**src/rtl/cache_arb_pkg.sv**
```systemverilog
// Shared types and sizing for the cache memory-port arbiter.
package cache_arb_pkg;

    localparam int unsigned DEF_BEATS = 8;
    localparam int unsigned CNT_W     = $clog2(DEF_BEATS) + 1;

    typedef enum logic [2:0] {
        ST_IDLE    = 3'd0,
        ST_I_FILL  = 3'd1,
        ST_D_FILL  = 3'd2,
        ST_D_WRITE = 3'd3,
        ST_DONE    = 3'd4
    } arb_state_e;

endpackage

```
**src/rtl/cache_mem_arbiter_beat_counter.sv**
```systemverilog
// beat_counter: small up-counter with synchronous clear and increment enable.
module beat_counter
    import cache_arb_pkg::*;
#(
    parameter int unsigned W = CNT_W
) (
    input  logic         clk,
    input  logic         rst,
    input  logic         clr_i,
    input  logic         inc_i,
    output logic [W-1:0] count_o
);

    logic [W-1:0] count_q;

    // Clear takes precedence over increment.
    always_ff @(posedge clk or posedge rst) begin
        if (rst) begin
            count_q <= '0;
        end else if (clr_i) begin
            count_q <= '0;
        end else if (inc_i) begin
            count_q <= count_q + 1'b1;
        end
    end

    assign count_o = count_q;

endmodule

```
**src/rtl/cache_mem_arbiter.sv**
```systemverilog
// cache_mem_arbiter: shares the main-memory port between I-cache fills,
// D-cache fills and D-cache write-through stores.
// Optional build macro: ARB_ROUND_ROBIN_EN (I side vs D side alternation).
module cache_mem_arbiter
    import cache_arb_pkg::*;
#(
    parameter int unsigned ADDR_W = 16,
    parameter int unsigned DATA_W = 16,
    parameter int unsigned BEATS  = DEF_BEATS
) (
    input  logic              clk,
    input  logic              rst,
    input  logic              i_fill_req,
    input  logic [ADDR_W-1:0] i_fill_addr,
    input  logic              d_fill_req,
    input  logic [ADDR_W-1:0] d_fill_addr,
    input  logic              d_wr_req,
    input  logic [ADDR_W-1:0] d_wr_addr,
    input  logic [DATA_W-1:0] d_wr_data,
    output logic              i_grant,
    output logic              d_grant,
    output logic              i_data_valid,
    output logic              d_data_valid,
    output logic              d_wr_ack,
    output logic              mem_enable,
    output logic              mem_wr,
    output logic [ADDR_W-1:0] mem_addr,
    output logic [DATA_W-1:0] mem_data_in,
    input  logic              mem_data_valid
);

    localparam int unsigned   CW      = $clog2(BEATS) + 1;
    localparam logic [CW-1:0] BEATS_C = CW'(BEATS);
    localparam logic [CW-1:0] LAST_C  = CW'(BEATS - 1);

    arb_state_e    state_q;
    logic [CW-1:0] issued;
    logic [CW-1:0] returned;
    logic          fill_act;
    logic          wr_st;
    logic          issue;
    logic          pick_i;

    // Beat counters are held at zero whenever the arbiter is idle.
    beat_counter #(.W(CW)) u_issued (
        .clk     (clk),
        .rst     (rst),
        .clr_i   (state_q == ST_IDLE),
        .inc_i   (issue),
        .count_o (issued)
    );

    beat_counter #(.W(CW)) u_returned (
        .clk     (clk),
        .rst     (rst),
        .clr_i   (state_q == ST_IDLE),
        .inc_i   (fill_act && mem_data_valid),
        .count_o (returned)
    );

`ifdef ARB_ROUND_ROBIN_EN
    logic last_d_q;

    // Remember which side was granted last; starts on D so I wins the first tie.
    always_ff @(posedge clk or posedge rst) begin
        if (rst) begin
            last_d_q <= 1'b1;
        end else if (state_q == ST_IDLE && (i_fill_req || d_fill_req || d_wr_req)) begin
            last_d_q <= !pick_i;
        end
    end

    // I side wins when alone, or when tied and D was served last.
    always_comb begin
        pick_i = i_fill_req && (!(d_fill_req || d_wr_req) || last_d_q);
    end
`else
    // Fixed priority: I side only when no D-side request is pending.
    always_comb begin
        pick_i = i_fill_req && !d_fill_req && !d_wr_req;
    end
`endif

    // Arbitration state machine; fills end on the last returned beat, not on a timer.
    always_ff @(posedge clk or posedge rst) begin
        if (rst) begin
            state_q <= ST_IDLE;
        end else begin
            case (state_q)
                ST_IDLE: begin
                    if (pick_i) begin
                        state_q <= ST_I_FILL;
                    end else if (d_fill_req) begin
                        state_q <= ST_D_FILL;
                    end else if (d_wr_req) begin
                        state_q <= ST_D_WRITE;
                    end
                end
                ST_I_FILL, ST_D_FILL: begin
                    if (mem_data_valid && returned == LAST_C) begin
                        state_q <= ST_DONE;
                    end
                end
                ST_D_WRITE: state_q <= ST_IDLE;
                ST_DONE:    state_q <= ST_IDLE;
                default:    state_q <= ST_IDLE;
            endcase
        end
    end

    // Output decode from the registered state plus the beat counters.
    always_comb begin
        i_grant      = (state_q == ST_I_FILL);
        d_grant      = (state_q == ST_D_FILL);
        wr_st        = (state_q == ST_D_WRITE);
        fill_act     = i_grant || d_grant;
        issue        = fill_act && (issued < BEATS_C);
        mem_enable   = issue || wr_st;
        mem_wr       = wr_st;
        d_wr_ack     = wr_st;
        i_data_valid = i_grant && mem_data_valid;
        d_data_valid = d_grant && mem_data_valid;
        mem_data_in  = d_wr_data;
        if (i_grant) begin
            mem_addr = i_fill_addr;
        end else if (d_grant) begin
            mem_addr = d_fill_addr;
        end else begin
            mem_addr = d_wr_addr;
        end
    end

endmodule

```
**config.mk**
```make
export PLATFORM = sky130hd
export DESIGN_NAME = cache_mem_arbiter
export DESIGN_NICKNAME = d
export VERILOG_FILES = /design/src/rtl/cache_arb_pkg.sv /design/src/rtl/cache_mem_arbiter_beat_counter.sv /design/src/rtl/cache_mem_arbiter.sv
export SDC_FILE = /design/constraint.sdc
export NUM_CORES = 1
export LEC_CHECK = 0
export CORE_ASPECT_RATIO = 1.1
export CORE_MARGIN = 10
export CORE_UTILIZATION = 24
export CTS_CLUSTER_DIAMETER = 200
export CTS_CLUSTER_SIZE = 24
export DETAILED_ROUTE_END_ITERATION = 10
export PLACE_DENSITY = 0.68
export SYNTH_ARGS = -nofsm -noshare
export SYNTH_HDL_FRONTEND = slang
export SYNTH_SLANG_ARGS = --single-unit
```
**constraint.sdc**
```tcl
create_clock -name clk -period 1.4 [get_ports clk]
set_input_delay 0.21 -clock clk [delete_from_list [all_inputs] [get_ports clk]]
set_output_delay 0.21 -clock clk [all_outputs]
set_load 0.01 [all_outputs]
```
==> summary.md, run 1 <==
| Metric | Value |
|---|---|
| Worst Setup End Kind | output port |
| Root Buffer | clkbuf_8 |
| Core region area | between 0.006 and 0.007 mm2 |
| DP HPWL | about 4100 um |
| Combinational power share | 0.777 |
| Gpl congestion | between 0.8 and 0.9 |
| Maximum vdd drop | about 0.85 mV |
| DRC | 0 |
| Clock tree buffer depth | 2 |
| CTS Buf Count | 3 |
| CP arrival | 1530 ps |
| Fin crit share | 1.24 |
| Cell Area, Synth | 0.00153 mm2 |
| CTS tree | built |
| Synth Net Count | 290 |
| #FFs+latches synth | 11 |
| Reg clk slew, reported paths | around 60 ps |
| Fin util | 0.451 |
| Site row count | 30 |
| Fin area | 0.00280 mm2 |
| Pwr per Cell Area | between 1000 and 1500 mW/mm2 |
| Fill count | 609 |
| Post-Synth Simple-Gate Area | 0.267 |
| Total Routing Usage GR | 0.103 |
| Die Wd | about 96 um |
| Switch Pwr | ~1.6 mW |
| Main combinational cell family by area after synthesis | compound AO/OA/AOI/OAI gates |
| CP dominant cell by count | buf_6 |
| Fraction of synthesized area in multiplexers | 0 |
| Skew final | between 10 and 15 ps |
| Minimum clock period | roughly 1700 ps |
| Seq pwr share | 0.143 |
| Ports | approximately 110 |
| Crit path kind | reg2out |
| Overflow after GRT | 0 |
| Failing checks | setup timing |
| Final Setup Violations | 24 |
| Switch share | 0.399 |
| Min-Delay Path Class | in2async |
| Synth async-reset ratio | 1.00 |
| Layout cell share with drive strength beyond 1 | 0.431 |
| Critical Path Fanout Max | 7 |
| Status | complete, but fails checks |
| RSZ-0062 raised after global routing | true |
| Slew Limit Fails | 0 |
| H-tree Lvls | 1 |
| Vias in the first global route | 1,721 |
| Port Buffers | 76 |
| Synth Area in Compound Gates | 0.316 |
| Syn avg cell area | roughly 7 um2 |
| Wire length per cell | ~16 um |
| Net count, final | around 370 |
| Initial antenna violation count | 0 |
| First-pass GRT wire length | 8670 um |
| Post-synth top area share | 0.180 |
| Sequential area share after synthesis | 0.180 |
| Yosys Warn Count | 0 |
| Relative slew slack | 0.706 |
| Max_cap viols | 0 |
| Via count | between 1,500 and 2,000 |
| Cell Chain, Critical Path | buf_6 -> buf_16 -> o211ai_1 -> o221a_2 -> buf_6 |
| CP startpoint kind | flop |
| Slowest CP cell | dfrtp_2 |
| Layout area overhead | 83.0% |
| Main flop type after synthesis | dfrtp_1 |
| Synth cell types | 32 |
| Reg area | between 200 and 300 um2 |
| Internal power | 2.48 mW |
| Clk sink count | 11 |
| Largest stage delay, worst path | 450 ps |
| Ant diodes | 0 |
| Detailed Route Iter0 Violations | 65 |
| Clock Power Share | 0.080 |
| Mapped Cells | ~220 |
| Skew-Pair Late Insertion Delay | between 200 and 300 ps |
| Synth Area in XOR/XNOR | 0.00573 |
| EDFF count, synth | 0 |
| Router iterations before antenna repair | 6 |
| Initial Utilization | 0.247 |
| Multi-input logic area | 0.00119 mm2 |
| Endpoints failing hold | 0 |
| Fmax | roughly 580 MHz |
| ANT nets after route | 0 |
| Slack of the critical path | -339 ps |
| Static leakage | ~1.2 nW |
| Pin count of the biggest net entering global routing | 25 |
| Setup TNS | -5380 ps |
| DIE AREA | 0.00996 mm2 |
| Synth Area in Adders | 0.0590 |
| Top post-synthesis cells by area | dfrtp_1 18%, nor2_1 14%, buf_4 12%, o221a_2 12%, o211ai_1 7.9% |
| Placed Instance Area | 0.00234 mm2 |
| Worst slew pin tran | 441 ps |
| Chip height | ~100 um |
| Worst slack at placement | -438 ps |
| Final WL | slightly below 6000 um |
| Area leader, netlist | dfrtp_1 |
| Routed vias/inst | around 4.9 |
| CP required | about 1200 ps |
==> layer usage <==
metal | track usage | share of wire | wire length (um) | vias up
li1 | - | - | - | 919
met1 | 0.128 | 0.42 | 2460 | 848
met2 | 0.171 | 0.50 | 2960 | 53
met3 | 0.0267 | 0.078 | 459 | 6
met4 | 0.0200 | 0.0064 | 38 | 0
met5 | 0 | 0 | 0 | -
==> cell usage after synthesis, drive strengths merged (2+ instances only) <==
cell type / n
ha: 2
buf: 34
a2bb2oi: 3
nor2b: 4
nand2: 19
clkbuf: 3
dfrtp: 11
a21oi: 21
nor2: 58
o221a: 16
maj3: 6
nor3: 4
o211ai: 16
and3: 5
inv: 4
==> layout by cell type, fill, tap and decap left out, drive strengths merged, types with 4 or more instances in the layout <==
| cell | netlist | final |
|---|---|---|
| a21oi | 21 | 21 |
| o221a | 16 | 16 |
| buf | 34 | 56 |
| clkdlybuf4s50 | 0 | 53 |
| inv | 4 | 4 |
| nor2b | 4 | 4 |
| o211ai | 16 | 16 |
| nor3 | 4 | 4 |
| nor2 | 58 | 58 |
| clkbuf | 3 | 4 |
| maj3 | 6 | 6 |
| dfrtp | 11 | 11 |
| nand2 | 19 | 19 |
| and3 | 5 | 5 |
==> per-stage QoR <==
stage / power (mW) / instances / hold slack [ps]
2_1_floorplan: 2.11 / 218 / 62.4
3_3_place_gp: 3.14 / 360 / 420
3_5_place_dp: 3.17 / 360 / 420
4_1_cts: 3.83 / 371 / 269
5_1_grt: 4.43 / 375 / 321
6_report: 4.13 / 375 / 258
==> registers in the layout, indices dropped and copies added, names as in the netlist <==
register,cells
state_q,3
u_issued.count_o,4
u_returned.count_o,4
==> final cells by class <==
cell class,count,share of cell area
Sequential cell,11,0.0994
Tap cell,80,0.0358
Timing Repair Buffer,110,0.416
Multi-Input combinational cell,166,0.427
Inverter,4,0.00537
Clock inverter,1,0.00179
Clock buffer,3,0.0148
==> power by group through the flow <==
stage	clock network (mW)	logic [mW]	registers (mW)
after CTS	0.334	2.91	0.578
after global placement	0	2.55	0.587
after floorplan	0	1.57	0.545
after detailed placement	0	2.58	0.593
final	0.331	3.21	0.590
after global routing	0.347	3.47	0.613
==> final timing paths <==
kind                                startpoint                    end  slack, ps  depth (start not counted)
setup / recovery                    state_q[1]            mem_addr[4]       -340                          5
max in group asynchronous                  rst             state_q[1]        810                          2
hold / removal                             rst  u_returned.count_o[1]        260                          2
hold reg to reg            u_issued.count_o[2]    u_issued.count_o[2]        570                          2
setup reg to reg                    state_q[1]    u_issued.count_o[0]        -10                          5
min in group clk                  d_wr_data[1]         mem_data_in[1]        420                          0
==> critical path, delay by kind of cell, from the launching register on <==
family	cells	cell delay [ps]
flip-flops	1	450
buffers and inverters	3	400
AO/OA/AOI/OAI	2	440
==> logic make-up after synthesis <==
logic type                 Yosys count
AOI/OAI and AO/OA                   62
and+or+nand+nor                     95
adders and majority gates            8
xor gates and xnor gates             1
DFF                                 11
buffers and inverters               41
==> timing repair <==
action | in CTS | in global routing
setup endpoints to repair | 26 | 29
buffers inserted | 6 | 3
gates cloned | 2 | 1
pin swaps | 42 | 10
hold endpoints to repair | 0 | 0
resized for setup | 147 | 44
hold buffers | 0 | 0
Note: power is estimated with default switching activity, not from simulation.
==> run 2: changes to the inputs <==
--- a/config.mk
+++ b/config.mk
@@ -5,6 +5,7 @@
 export SDC_FILE = /design/constraint.sdc
 export NUM_CORES = 1
 export LEC_CHECK = 0
+export ABC_AREA = 0
 export CORE_ASPECT_RATIO = 1.1
 export CORE_MARGIN = 10
 export CORE_UTILIZATION = 24
==> constraint.sdc (replaced) <==
create_clock -name clk -period 1.64 [get_ports clk]
set_input_delay 0.246 -clock clk [delete_from_list [all_inputs] [get_ports clk]]
set_output_delay 0.246 -clock clk [all_outputs]
set_load 0.01 [all_outputs]
==> run 2 against run 1 <==
Against the previous run:
- the flow still finishes with violations (setup timing)
- clock power decreased by 17%
- wire length increased by 2.7%
- combinational power decreased by 17%
- clock skew decreased by 4.7 ps
- register-to-register slack improved by 150 ps
- sequential share of layout area increased by 0.16 points
- worst hold slack improved by 46 ps
- power decreased by 17%
- final cell count decreased by 1.6%
- largest power group unchanged
==> summary.md, run 2 (synthesis results as in run 1) <==
| Metric | Value |
|---|---|
| Status | complete, but fails checks |
| Failing checks | setup timing |
| First-pass GRT wire length | 8620 um (-0.63%) |
| Worst Setup EP | mem_addr[3] |
| Chip height | 104 um (unchanged) |
| Static leakage | 1.12 nW (-2.6%) |
| Die Wd | 96.1 um (unchanged) |
| Initial antenna violation count | 0 (unchanged) |
| Worst slack at placement | -281 ps (+158 ps) |
| DRC | 0 (unchanged) |
| Fill count | 602 (-1.1%) |
| Port Buffers | 76 (unchanged) |
| CTS tree | built |
| Max_cap viols | 0 (unchanged) |
| Worst slew pin tran | 445 ps (+4.16 ps) |
| Pin count of the biggest net entering global routing | 29 (+16%) |
| Minimum clock period | 1770 ps |
| H-tree Lvls | 1 (unchanged) |
| CP required | 1390 ps (+200 ps) |
| Gpl congestion | 0.798 (-2.6%) |
| DIE AREA | 0.00996 mm2 (unchanged) |
| Commonest non-fill, non-tap cell in the layout | clkdlybuf4s50_1 |
| Reg clk slew, reported paths | 60 ps (about the same) |
| Reg2reg start | state_q[1] |
| Setup TNS | -1060 ps (+4320 ps) |
| Fin crit share | 1.08 |
| ANT nets after route | 0 (unchanged) |
| Total Routing Usage GR | 0.102 (-0.000588) |
| Overflow after GRT | 0 (unchanged) |
| Flop-to-flop setup slack | 140 ps (+150 ps) |
| Router iterations before antenna repair | 4 (-2) |
| Slack of the critical path | -127 ps (+212 ps) |
| CP arrival | 1520 ps (about the same) |
| Endpoints failing hold | 0 (unchanged) |
| Layout area overhead | 80.0% |
| Clk sink count | 11 (unchanged) |
| Clock tree buffer depth | 2 (unchanged) |
| DP HPWL | 4130 um (+1.7%) |
| CTS Buf Count | 3 (unchanged) |
| Vias in the first global route | 1,814 (+5.4%) |
| RSZ-0062 raised after global routing | true |
| Register-to-Register Path Depth | 5 (unchanged) |
| Net count, final | 362 (-1.6%) |
| Site row count | 30 (unchanged) |
| Detailed Route Iter0 Violations | 96 (+48%) |
| Ports | 109 (unchanged) |
| Slew Limit Fails | 0 (unchanged) |
| Wire length per cell | 16.5 um (+4.4%) |
| Initial Utilization | 0.247 (unchanged) |
| Worst Setup End Kind | output port |
| Critical Path Fanout Max | 7 (unchanged) |
| Min-Delay Path Class | in2async |
| Setup crit start | state_q[1] |
| Crit path kind | reg2out |
| Skew final | 6.10 ps (-4.73 ps) |
| Root Buffer | clkbuf_8 |
| Maximum vdd drop | 0.626 mV (-26%) |
| Core region area | 0.00619 mm2 (unchanged) |
| Pwr per Cell Area | 1250 mW/mm2 (-15%) |
| Fmax | approximately 570 MHz |
| Via count | 1,877 (+2.8%) |
| CP startpoint kind | flop |
| Skew-Pair Late Insertion Delay | 240 ps (about the same) |
| Final Setup Violations | 13 (-46%) |
| Final WL | 6080 um (+2.7%) |
| Routed vias/inst | 5.09 (+4.5%) |
| Most frequent cells in the layout | 53 x clkdlybuf4s50_1, 33 x nor2_1, 21 x buf_6 |
| Crit Reg-Reg Endpoint | u_issued.count_o[1] |
| Layout cell share with drive strength beyond 1 | 0.388 (-0.0430) |
| Ant diodes | 0 (unchanged) |
| Relative slew slack | 0.703 (-0.00278) |
run 2: cell types whose count changed in the layout (fill, tap and decap cells not counted), moves of 3 or more:
cell | previous run | this run
a2bb2oi_1 | 0 | 3
a2bb2oi_2 | 3 | 0
buf_2 | 6 | 3
buf_6 | 28 | 21
clkbuf_16 | 1 | 4
nor2_2 | 16 | 10
nor2_4 | 11 | 15
run 2: cell type report:
cell class | count | area, um2 | share of cell area
multi-input cells | 166 | 1170 | 0.425
repair buffers | 104 | 1140 | 0.415
flip-flops and latches | 11 | 278 | 0.101
well taps | 80 | 100 | 0.0364
clock buffers | 3 | 41.3 | 0.0150
inverters | 4 | 15.0 | 0.00546
clock inverters | 1 | 5.00 | 0.00182
run 2: critical path: stages (launching register included):
cell      delay [ps]
dfrtp_2          430
buf_12           160
buf_16           130
o211ai_1         200
o221a_2          240
buf_6            100
run 2: how the worst min path moves through the flow:
stage                            end  cells past startpoint          from
2_1_floorplan             state_q[0]                      1           rst
3_3_place_gp          mem_data_in[0]                      0  d_wr_data[0]
5_1_grt        u_returned.count_o[1]                      2           rst
4_1_cts        u_returned.count_o[1]                      2           rst
6_report       u_returned.count_o[1]                      2           rst
3_5_place_dp          mem_data_in[0]                      0  d_wr_data[0]
run 2: report_power, final:
| part | switching [mW] | internal (mW) | total, mW | leakage, nW |
|---|---|---|---|---|
| Combinational | 1.17 | 1.49 | 2.66 | 0.967 |
| Sequential | 0.107 | 0.391 | 0.498 | 0.132 |
| Clock | 0.109 | 0.167 | 0.276 | 0.0255 |
run 2: timing repair:
action,CTS,global route
pin swaps,3,34
hold buffers,0,0
resized for setup,109,51
setup buffers,3,0
endpoints found under the setup margin,23,25
cloned,1,4
run 2: routing by layer:
metal	part of all wire	wire [um]	vias to the layer above	track usage
met5	0	0	-	0
met4	0.0084	51	0	0.0274
met3	0.082	501	6	0.0282
met2	0.48	2930	70	0.164
met1	0.43	2590	898	0.128
li1	-	-	903	-
run 2: per-stage QoR:
stage / instance area, um2 / power [mW] / utilization / instances / hold WS [ps]
floorplan: 1530 / 1.80 / - / 218 / 98.4
global placement: 2330 / 2.65 / 0.376 / 357 / 492
detailed placement: 2330 / 2.69 / 0.376 / 357 / 492
CTS: 2450 / 3.01 / 0.395 / 365 / 322
global route: 2750 / 3.68 / 0.444 / 369 / 344
finish: 2750 / 3.44 / 0.444 / 369 / 304
==> run 3: changes to the inputs <==
--- a/config.mk
+++ b/config.mk
@@ -12,7 +12,8 @@
 export CTS_CLUSTER_DIAMETER = 200
 export CTS_CLUSTER_SIZE = 24
 export DETAILED_ROUTE_END_ITERATION = 10
-export PLACE_DENSITY = 0.68
+export HOLD_SLACK_MARGIN = 0.12
+export PLACE_DENSITY_LB_ADDON = 0.12
 export SYNTH_ARGS = -nofsm -noshare
 export SYNTH_HDL_FRONTEND = slang
 export SYNTH_SLANG_ARGS = --single-unit
==> run 3 against run 2 <==
Against the previous run:
- the flow still finishes with violations (setup timing)
- via count grew 0.21%
- clock skew shrank 5.5 ps
- flip-flop and latch count is the same
- die area is the same
- sequential power is 1% higher
- non-clock buffer count is 12 higher
- combinational power is 5% higher
==> summary.md, run 3 (synthesis results as in run 1) <==
| Metric | Value |
|---|---|
| Critical Path Fanout Max | 12 (+5) |
| Relative slew slack | 0.695 (-0.00823) |
| Slack of the critical path | -152 ps (-25.6 ps) |
| Skew-Pair Late Insertion Delay | 240 ps (about the same) |
| Slew Limit Fails | 0 (unchanged) |
| Via count | 1,881 (+0.21%) |
| Hold WS | 314 ps (+9.72 ps) |
| Endpoints failing hold | 0 (unchanged) |
| Skew final | 0.601 ps (-5.50 ps) |
| CTS tree | built |
| Routed vias/inst | 4.94 (-2.9%) |
| Commonest non-fill, non-tap cell in the layout | clkdlybuf4s50_1 |
| Site row count | 30 (unchanged) |
| DRC | 0 (unchanged) |
| DP HPWL | 4150 um (+0.56%) |
| Router iterations before antenna repair | 4 (unchanged) |
| Pin count of the biggest net entering global routing | 47 (+62%) |
| Initial Utilization | 0.247 (unchanged) |
| Min-Delay Path Class | in2async |
| Total Routing Usage GR | 0.112 (+0.0102) |
| Largest stage delay, worst path | 430 ps (about the same) |
| Root Buffer | clkbuf_8 |
| Vias in the first global route | 1,823 (+0.50%) |
| Minimum clock period | 1790 ps (+25.6 ps) |
| ANT nets after route | 0 (unchanged) |
| Pwr per Cell Area | 1220 mW/mm2 (-2.7%) |
| Max_cap viols | 0 (unchanged) |
| Stages on the worst setup path | 6 (+1) |
| CP required | 1390 ps (about the same) |
| Top delay family on crit path | flip-flops |
| Status | complete, but fails checks |
| Maximum vdd drop | 0.662 mV (+5.7%) |
| Static leakage | 1.19 nW (+5.8%) |
| Layout area overhead | 92.7% |
| Ports | 109 (unchanged) |
| Flop-to-flop setup slack | 130 ps (about the same) |
| Failing checks | setup timing |
| Total power | 3.58 mW (+4.1%) |
| Worst slew pin tran | 457 ps (+12.3 ps) |
| Fin crit share | 1.09 (+0.0156) |
| Reg clk slew, reported paths | 50 ps (about the same) |
| CP startpoint kind | flop |
| Die Wd | 96.1 um (unchanged) |
| Most frequent cells in the layout | 53 x clkdlybuf4s50_1, 33 x nor2_1, 30 x buf_6 |
| Crit Reg-Reg Endpoint | u_returned.count_o[3] |
| Initial antenna violation count | 0 (unchanged) |
| Clock tree buffer depth | 2 (unchanged) |
| Post-cts hold buffer count | 0 (unchanged) |
| First-pass GRT wire length | 9430 um (+9.4%) |
| Detailed Route Iter0 Violations | 87 (-9.4%) |
| Wire length per cell | 16.8 um (+1.9%) |
| Worst Setup End Kind | output port |
| Cell Chain, Critical Path | buf_4 -> buf_12 -> nor2_1 -> a21oi_2 -> o221a_2 -> buf_6 |
| Overflow after GRT | 0 (unchanged) |
| Crit path kind | reg2out |
| Core region area | 0.00619 mm2 (unchanged) |
| Slowest CP cell | dfrtp_2 |
| DIE AREA | 0.00996 mm2 (unchanged) |
| CP arrival | 1550 ps (+30 ps) |
| CTS Buf Count | 3 (unchanged) |
| Gpl congestion | 0.751 (-5.9%) |
| Ant diodes | 0 (unchanged) |
| H-tree Lvls | 1 (unchanged) |
| RSZ-0062 raised after global routing | true |
| Chip height | 104 um (unchanged) |
| Register-to-Register Path Depth | 7 (+2) |
| Reg2reg start | state_q[2] |
| Final WL | 6390 um (+5.2%) |
| CP bufs+invs | 3 (unchanged) |
| Net count, final | 374 (+3.3%) |
| Port Buffers | 76 (unchanged) |
| Fmax | 558 MHz (-1.4%) |
| Final Setup Violations | 16 (+3) |
| Layout cell share with drive strength beyond 1 | 0.455 (+0.0676) |
| Clk sink count | 11 (unchanged) |
==> run 3: worst max-delay path by stage <==
| stage | start | end | slack [ps] |
|---|---|---|---|
| final | state_q[1] | mem_addr[4] | -150 |
| after global routing | state_q[1] | mem_addr[4] | -220 |
| after CTS | state_q[2] | mem_addr[15] | -170 |
| after detailed placement | i_fill_addr[14] | mem_addr[14] | -290 |
| after global placement | i_fill_addr[14] | mem_addr[14] | -290 |
| after floorplan | state_q[0] | d_grant | 270 |
==> run 3: area by class of cell <==
type	instances	area [um2]
repair buffers	116	1250
flip-flops and latches	11	279
multi-input cells	166	1250
inverters	4	15.0
clock inverters	1	5.00
fillers	611	3250
well taps	80	100
clock buffers	3	41.3
==> run 3: report_power, final <==
group / switching, mW / internal [mW] / total, mW
sequential: 0.113 / 0.392 / 0.505
clock: 0.109 / 0.167 / 0.277
combinational: 1.21 / 1.59 / 2.80
total: 1.43 / 2.15 / 3.58
==> run 3: what timing repair did <==
item,4_1_cts,5_1_grt
setup endpoints to repair,23,25
pin swaps,29,26
cloned,4,3
resized for setup,155,46
setup buffers,8,6
==> run 3: stage by stage <==
step                instances  setup slack [ps]  instance area [um2]   util  TNS [ps]
CTS                       374              -168                 2700  0.436     -2060
global placement          359              -290                 2330  0.377     -4530
global route              381              -218                 2940  0.475     -3230
finish                    381              -152                 2940  0.475     -1850
floorplan                 218               271                 1530      -         0
detailed placement        359              -287                 2330  0.377     -4660
==> run 3: per-layer routing <==
layer / vias to the layer above / track usage / share of wire
met2: 72 / 0.181 / 0.48
met3: 2 / 0.0253 / 0.077
met4: 0 / 0.0169 / 0.0022
li1: 930 / - / -
met1: 877 / 0.149 / 0.44
met5: - / 0 / 0
==> RTL change (config.mk and constraints of run 2) <==
Encoding of `arb_state_e`: now one-hot (5 bits for 5 states).
--- a/src/rtl/cache_arb_pkg.sv
+++ b/src/rtl/cache_arb_pkg.sv
@@ -4,12 +4,12 @@
     localparam int unsigned DEF_BEATS = 8;
     localparam int unsigned CNT_W     = $clog2(DEF_BEATS) + 1;
 
-    typedef enum logic [2:0] {
-        ST_IDLE    = 3'd0,
-        ST_I_FILL  = 3'd1,
-        ST_D_FILL  = 3'd2,
-        ST_D_WRITE = 3'd3,
-        ST_DONE    = 3'd4
+    typedef enum logic [4:0] {
+        ST_IDLE    = 5'b00001,
+        ST_I_FILL  = 5'b00010,
+        ST_D_FILL  = 5'b00100,
+        ST_D_WRITE = 5'b01000,
+        ST_DONE    = 5'b10000
     } arb_state_e;
 
 endpackage
Formal check against the unedited RTL: same outputs for any inputs over 10 cycles, from zero or initial values and one cycle with rst high; not proved beyond that.
==> RTL change against run 2 <==
The run still ends with negative setup slack left. Worst hold slack improved by 0.020 ns. Sequential cell count is 2 higher. Total power fell by 25%. Sequential share of layout area increased by 4.2 points. Final area down 17%. Setup slack got worse by 0.20 ns. First-iteration DRC count is 48% lower. Wire length down 16%. Critical path type unchanged. Non-clock buffer count rose by 1. Combinational power fell by 30%. Synthesized area fell by 13%. Sequential power fell by 14%.
==> RTL change: results (changes against run 2) <==
Final setup violation count 35 (was 13); Yosys cell types 36 (was 32); CP max stage delay 0.40 ns (was 0.43 ns); clock network area share 1.97% (was 1.68%); antenna violations before repair 0 (unchanged); #MultiIn Comb 117 (was 166); met3 WL 297 um (was 501 um); Initial DRC Count 50 (was 96); failing checks negative setup slack (unchanged); total track usage 10.8% (was 10.2%); worst reg2reg setup slack -0.21 ns (was 0.14 ns); Final #Nets 316 (was 362); RR Startpoint state_q[0] (was state_q[1]); Final WS setup -0.330 ns (was -0.127 ns); share of layout cells above drive strength 1 31.7% (was 38.8%); DP HPWL 4100 um (was 4130 um); via density per instance 5.00 (was 5.09); flops & latches, synth 13 (was 11); met3 track demand over resource 3.14% (was 2.82%); top post-synthesis cells by count nor3_1 (19), o21ai_0 (19), buf_4 (17), nand4b_1 (17), a31oi_1 (16) (was nor2_1 (58), buf_4 (24), a21oi_1 (20), nand2_1 (19)); layout clock buffer count 4 (was 3); share of power burned in registers 16.6% (was 14.5%); P_comb 1.86 mW (was 2.66 mW); Worst Skew 0.00174 ns (was 0.00610 ns); met2 wire len 2510 um (was 2930 um); worst r2r dst u_returned.count_o[0] (was u_issued.count_o[1]); crit path DAT 1.72 ns (was 1.52 ns); Sw Pwr 1.13 mW (was 1.39 mW); TritonCTS buffer count 3 (unchanged); xor-xnor portion of the synthesized cell area 1.31% (was 0.573%); Post-CTS Setup Bufs 0 (was 3); Max Fanout on Critical Path 11 (was 7); GPL Wtd Cong 0.807 (was 0.798); mux cell area share after synthesis 2.25% (was 0%); GR Util met1 12.0% (was 12.8%); Routed WL per cell 16.0 um (was 16.5 um); total power draw 2.58 mW (was 3.44 mW); post-CTS resize count 98 (was 109); Adder-Cell Fraction of Synth Area 1.87% (was 5.90%); buffering overhead 40.4% (was 41.5%); maximum vdd drop 357 uV (was 626 uV); pre-CTS setup slack -0.508 ns (was -0.281 ns); sequential element share of the synthesized area 24.4% (was 18.0%); Worst Max-Slew Pin Slew 0.497 ns (was 0.445 ns); multi-input logic portion of the cell area 38.6% (was 42.5%); met2 usage 19.2% (was 16.4%); setup TNS -8.27 ns (was -1.06 ns); Post-Syn Nets 241 (was 290); top area cells in the synthesized netlist dfrtp_1 (22%), nand4b_1 (11%), buf_4 (9.6%), a31oi_1 (7.5%), nor3_1 (7.1%) (was dfrtp_1 (18%), nor2_1 (14%), buf_4 (12%), o221a_2 (12%), o211ai_1 (7.9%)); CP max-delay cell or3_4 (was dfrtp_2); CP top delay family simple AND/OR/NAND/NOR gates (was compound AO/OA/AOI/OAI gates); status finished, violations left (unchanged); number of global-route vias before repair 1,610 (was 1,814)
-- RTL change: cell types whose count changed in the layout (fill, tap and decap cells not counted), sizes merged, moves of 16 or more --
cell | before | now
nor2 | 58 | 5
o21ai | 0 | 19
nand2 | 19 | 1
a21oi | 21 | 5
nand4b | 1 | 17
o211ai | 16 | 0
o221a | 16 | 0
-- RTL change: how the worst max path moves through the flow --
stage / start / to / slack, ns
final: state_q[4] / mem_addr[5] / -0.33
after global routing: state_q[4] / mem_addr[5] / -0.42
after CTS: state_q[4] / mem_addr[4] / -0.31
after detailed placement: state_q[4] / mem_addr[4] / -0.51
after global placement: state_q[4] / mem_addr[4] / -0.49
after floorplan: state_q[3] / mem_addr[10] / -0.18
-- RTL change: through the flow --
step	hold slack, ns	area (um2)	instances
finish	0.324	2290	318
global placement	0.461	2270	313
global route	0.378	2290	318
detailed placement	0.468	2270	313
CTS	0.348	2260	317
floorplan	0.122	1420	169
